==> src/rtl/uart_pkg.sv <==
// Shared constants and helpers for the UART receive path.
// Vote-window geometry is derived from the prescale ratio.
package uart_pkg;
  localparam int CNT_W_DEF = 6;
  localparam int HMAX      = CNT_W_DEF - 3;
  localparam int VOTE_W    = $clog2(2*HMAX + 2);

  function automatic int hmax(input int cnt_w);
    return cnt_w - 3;
  endfunction

  function automatic int vote_w(input int cnt_w);
    return $clog2(2*hmax(cnt_w) + 2);
  endfunction

  // Legal ratios are powers of two from 8 up to 2^(cnt_w-1).
  function automatic logic is_legal_prescale(input logic [31:0] p, input int cnt_w);
    logic pow2;
    pow2 = (p != 32'd0) && ((p & (p - 32'd1)) == 32'd0);
    return pow2 && (p >= 32'd8) && (p <= (32'd1 << (cnt_w - 1)));
  endfunction

  // log2(p) - 2: 8->1, 16->2, 32->3, 64->4.
  function automatic int half_width(input logic [31:0] p);
    int lg;
    lg = 0;
    for (int i = 0; i < 32; i++)
      if (p[i]) lg = i;
    return lg - 2;
  endfunction
endpackage

==> src/rtl/uart_rx_sync.sv <==
// Multi-flop synchroniser for an asynchronous serial line; resets to idle (1).
module uart_rx_sync #(
  parameter int STAGES = 2
) (
  input  logic clk,
  input  logic rst,
  input  logic d,
  output logic q
);
  logic [STAGES-1:0] sync_q, sync_d;

  always_comb sync_d = STAGES'({sync_q, d});

  always_ff @(posedge clk or negedge rst)
    if (!rst) sync_q <= '1;
    else      sync_q <= sync_d;

  assign q = sync_q[STAGES-1];
endmodule

==> src/rtl/uart_rx_oversampler.sv <==
// Oversampling bit recovery: prescale latch, per-bit edge counter, windowed
// majority vote around mid-bit, and registered valid/noise/done strobes.
module uart_rx_oversampler
  import uart_pkg::*;
#(
  parameter int CNT_W       = 6,
  parameter int SYNC_STAGES = 2
) (
  input  logic             clk,
  input  logic             rst,
  input  logic             rx_in,
  input  logic [CNT_W-1:0] prescale,
  input  logic             sample_en,
  output logic             sampled_bit,
  output logic             bit_valid,
  output logic             noise_err,
  output logic             bit_done,
  output logic [CNT_W-1:0] edge_cnt,
  output logic             cfg_err
);
  localparam int VW = vote_w(CNT_W);

  logic rx_s;

  uart_rx_sync #(.STAGES(SYNC_STAGES)) u_sync (
    .clk (clk),
    .rst (rst),
    .d   (rx_in),
    .q   (rx_s)
  );

  logic             en_q;
  logic [CNT_W-1:0] p_q, p_d, cnt_q, cnt_d;
  logic [VW-1:0]    ones_q, ones_d;
  logic             bit_q, bit_d, vld_q, vld_d, noise_q, noise_d;
  logic             done_q, done_d, cfg_q, cfg_d;

  logic             rise, legal, active, wrap, in_win, win_end;
  logic [CNT_W-1:0] p_eff, mid, h_c;
  logic [VW-1:0]    ones_new, full;
  int               hw;

  always_comb begin
    rise  = sample_en && !en_q;
    // The new ratio must already govern the rise cycle itself.
    p_eff = rise ? prescale : p_q;
    p_d   = p_eff;
    legal = is_legal_prescale(32'(p_eff), CNT_W);
    active = sample_en && legal;

    hw   = half_width(32'(p_eff));
    h_c  = CNT_W'(hw);
    mid  = p_eff >> 1;
    full = VW'(2*hw + 1);

    wrap    = (cnt_q == p_eff - CNT_W'(1));
    in_win  = (cnt_q >= mid - h_c) && (cnt_q <= mid + h_c);
    win_end = (cnt_q == mid + h_c);

    ones_new = in_win ? ones_q + VW'(rx_s) : ones_q;

    cnt_d  = (active && !wrap) ? cnt_q + CNT_W'(1) : '0;
    ones_d = (active && !wrap) ? ones_new : '0;

    vld_d   = active && win_end;
    done_d  = active && wrap;
    bit_d   = vld_d ? (ones_new > VW'(hw)) : bit_q;
    noise_d = vld_d ? ((ones_new != '0) && (ones_new != full)) : noise_q;
    cfg_d   = sample_en && !legal;
  end

  always_ff @(posedge clk or negedge rst)
    if (!rst) begin
      en_q    <= 1'b0;
      p_q     <= '0;
      cnt_q   <= '0;
      ones_q  <= '0;
      bit_q   <= 1'b0;
      vld_q   <= 1'b0;
      noise_q <= 1'b0;
      done_q  <= 1'b0;
      cfg_q   <= 1'b0;
    end else begin
      en_q    <= sample_en;
      p_q     <= p_d;
      cnt_q   <= cnt_d;
      ones_q  <= ones_d;
      bit_q   <= bit_d;
      vld_q   <= vld_d;
      noise_q <= noise_d;
      done_q  <= done_d;
      cfg_q   <= cfg_d;
    end

  assign sampled_bit = bit_q;
  assign bit_valid   = vld_q;
  assign noise_err   = noise_q;
  assign bit_done    = done_q;
  assign edge_cnt    = cnt_q;
  assign cfg_err     = cfg_q;
endmodule

==> config.mk <==
export PLATFORM = sky130hd
export DESIGN_NAME = uart_rx_oversampler
export DESIGN_NICKNAME = d
export VERILOG_FILES = /design/src/rtl/uart_pkg.sv /design/src/rtl/uart_rx_sync.sv /design/src/rtl/uart_rx_oversampler.sv
export SDC_FILE = /design/constraint.sdc
export NUM_CORES = 1
export LEC_CHECK = 0
export ABC_CLOCK_PERIOD_IN_PS = 5900
export BUFFER_PORTS_ARGS = -buffer_cell sky130_fd_sc_hd__buf_2
export CAP_MARGIN = 10
export CORE_MARGIN = 2
export CORE_UTILIZATION = 45
export CTS_BUF_LIST = sky130_fd_sc_hd__clkbuf_4
export CTS_CLUSTER_DIAMETER = 200
export DETAILED_ROUTE_END_ITERATION = 6
export PLACE_DENSITY_LB_ADDON = 0.08
export SYNTH_ARGS = -nofsm -noshare
export SYNTH_HDL_FRONTEND = slang
export SYNTH_SLANG_ARGS = --single-unit
==> constraint.sdc <==
create_clock -name clk -period 5.9 [get_ports clk]
set_input_delay 0.295 -clock clk [delete_from_list [all_inputs] [get_ports clk]]
set_output_delay 0.295 -clock clk [all_outputs]
set_load 0.02 [all_outputs]
==> summary.txt <==
Run status
  • Status: finished clean

Finish
  • Ant. Diodes: 0
  • Commonest cells after routing, fill and taps aside: 31 x ha_1, 23 x nor2_1, 21 x dfrtp_1
  • Fraction of layout cells with a size suffix above 1: 0.201
  • Final nets: approximately 260
  • Filler cells: 393
  • P&R area growth vs syn: 10.7%
  • Commonest non-fill, non-tap cell in the layout: ha_1

Synth
  • EDFF count, synth: 0
  • Synthesis warning total: 0
  • Seq/Total Area, Yosys: 0.302
  • Synthesized flop and latch total: 23
  • Ys async rst share: 1.00
  • Avg Cell Area, Syn: 9.87 sq um
  • Cells after Synth: around 190
  • Mapped Nets: 237
  • Mapped cell area: 1910 sq um
  • Prevailing post-synth register cell: dfrtp_1
  • Synth unique cells: 37

STA
  • Skew final: 0.00521 ns
  • RSZ-0062 raised after global routing: no
  • Final Max Slew Viols: 0
  • Worst-Margin Slew: 0.524 ns
  • Crit path time final: between 5 and 6 ns
  • Worst rel slew slack: 0.650
  • Setup violations, final: 0
  • Fmax: roughly 0.18 GHz
  • PnR worst setup slack: 0.477 ns
  • Fin. Hold Viols: 0
  • Final hold slack: 0.0604 ns
  • Setup_tns: 0 ns
  • Period utilization: 0.919

Route
  • Max Used Layer: met4
  • Routed wire length: approximately 4.3 mm
  • Routed length on met3: approximately 130 um
  • DR vias: 1476
  • DR DRC count: 0
  • Antenna Nets Post-Route: 0
  • WL met2: ~2.2 mm
  • Met1 wire length: just under 2 mm
  • Vias per std cell: 5.49
  • Wire per inst: approximately 16 um
  • Iteration-0 DRC Markers: a little under 60
  • Drt pass-1 iters: 5

Worst setup path
  • CP Cell Sequence: nand2b_1 -> mux2_2 -> or2_2 -> ha_1 -> inv_1 -> ha_1 -> a21oi_1 -> nor2_1 -> o21a_1 -> o21ai_0 -> ha_1 -> and4_1 -> o21ai_0 -> o211ai_1 -> a21oi_1 -> buf_4 -> mux2_2 -> ha_1 -> nor2b_1 -> o21ai_0 -> maj3_1 -> mux2i_1
  • FF-to-FF Start: en_q
  • Worst EP required: just over 6 ns
  • FF-to-FF End: sampled_bit
  • Critical path's largest stage delay: 0.44 ns
  • FF-to-FF setup slack: roughly 0.48 ns
  • Crit end category: register
  • CP top delay family: adder cells
  • CP Max Fanout: 10
  • Worst path most repeated cell: ha_1
  • Crit Path Class: reg -> reg
  • Worst path arrival time: about 5.7 ns
  • Buf+Inv Stages, Crit Path: 2
  • Setup crit start kind: register
  • R2R cell count: 22
  • Critical path's slowest cell: mux2_2

Floorplanning
  • Initial Util: 0.472
  • CORE AREA: a little over 4000 sq um
  • Rows: 23
  • Chip Height: just under 70 um
  • Die outline area: 4790 sq um
  • # IOs: 21
  • Chip Width: approximately 69 um

Clock network
  • Resize count post-CTS: 0
  • Clk_lat worst skew: 0.32 ns
  • Post-CTS setup buffer count: 0
  • Num CTS Buffers: 3
  • Clock Root Buffer: clkbuf_4
  • Clock transition at path regs: approximately 0.13 ns
  • Max Root-Sink Buffers: 2
  • CTS tree: yes
  • Clk sinks: 23
  • # H-tree levels: 1

Min path
  • Worst hold path depth: 1
  • Hold wc startpoint: rx_in
  • Worst min-delay path endpoint: u_sync.sync_q[0]
  • Worst hold path class: in -> reg

Power and ir drop
  • Worst vdd ir: approximately 100 uV
  • Power Density: 247 nW/um^2
  • Leakage: between 1 and 1.5 nW

Global routing
  • Largest net degree at the start of global routing: 24
  • Tot GR Track Use: 0.197
  • First-pass GRT wire length: 7.52 mm
  • Initial antenna violation count: 0
  • Vias in the first global route: approximately 1.6k
  • GRT overflow: 0

Flow run
  • Max Cap Viol: 0

Placement
  • RePlAce Congestion: roughly 0.82
  • DP HPWL: between 3 and 4 mm
  • I/O Buffers: 20
  • Setup WS pre-CTS: between 0.4 and 0.5 ns
==> worst reg2reg max path, stage by stage, from the launching register on <==
cell and delay, ns:
dfrtp_1 0.36, nand2b_1 0.40, mux2_2 0.44, or2_2 0.38
ha_1 0.32, inv_1 0.06, ha_1 0.35, a21oi_1 0.29
nor2_1 0.07, o21a_1 0.17, o21ai_0 0.15, ha_1 0.28
and4_1 0.22, o21ai_0 0.08, o211ai_1 0.13, a21oi_1 0.16
buf_4 0.16, mux2_2 0.35, ha_1 0.29, nor2b_1 0.12
o21ai_0 0.08, maj3_1 0.36, mux2i_1 0.13
==> sequential cells by signal, indices dropped and copies added, names as in the netlist, 2 cells and up <==
name           flops
edge_cnt           6
p_q                6
ones_q             3
u_sync.sync_q      2
==> layout make-up <==
class                      instances  area (sq um)  share of cell area
clock buffer                       3          22.5              0.0106
clock inverter                     1          5.00             0.00236
inverter                          17          63.8              0.0301
multi-input combinational        152          1260               0.595
sequential                        23           578               0.273
tap                               50          62.6              0.0295
timing repair buffer              23           125              0.0591
==> cells in the mapped netlist (2+ instances only) <==
cell type	count	area, sq um
or2_2	2	12.5
mux2_2	7	78.8
xnor2_1	16	140
o21ai_0	8	40.0
nor2_1	23	86.3
a31oi_1	2	12.5
nor3_1	2	10.0
dfrtp_1	21	526
nor2b_1	3	18.8
nand2b_1	3	18.8
dfstp_2	2	52.6
mux2i_1	6	60.1
fa_1	2	40.0
nand4_1	2	12.5
a211oi_1	2	15.0
ha_1	31	388
nand2_1	8	30.0
xor2_1	6	52.6
a21oi_1	11	55.1
nand3_1	4	20.0
inv_1	17	63.8
==> cell families (layout without fill, tap and decap cells) <==
family / Yosys count / after routing / share of synthesized area
mux: 14 / 14 / 0.0804
xor+xnor: 22 / 22 / 0.101
simple gates: 52 / 52 / 0.143
fa+ha+maj: 34 / 34 / 0.229
buf+inv: 19 / 44 / 0.0392
compound gates: 30 / 30 / 0.106
flops: 23 / 23 / 0.302
==> stage by stage <==
stage	cell area (sq um)	util	power [mW]	std cells
floorplan	1910	-	0.380	194
global placement	2080	0.513	0.438	264
detailed placement	2080	0.513	0.449	264
CTS	2120	0.522	0.529	269
global route	2120	0.522	0.575	269
finish	2120	0.522	0.524	269
==> worst max-delay path by stage <==
stage / end / from / cells after the start
after CTS: sampled_bit / en_q / 22
after detailed placement: sampled_bit / sample_en / 23
final: sampled_bit / en_q / 22
after global routing: sampled_bit / en_q / 22
after global placement: sampled_bit / sample_en / 23
after floorplan: sampled_bit / en_q / 22
==> layer usage <==
metal	global-route usage	vias to the layer above
met5	0	-
met2	0.350	29
li1	-	718
met1	0.256	725
met3	0.0189	4
met4	0.0458	0
==> power by group <==
group / switching, mW / internal (mW) / leakage [nW]
combinational: 0.155 / 0.118 / 0.719
sequential: 0.00645 / 0.169 / 0.291
clock: 0.0505 / 0.0254 / 0.0177
==> what timing repair did <==
item | in CTS | in global routing
hold endpoints to repair | 21 | 0
endpoints found under the setup margin | 0 | 0
hold buffers | 1 | 0
Power figures use the tool's default switching activity.
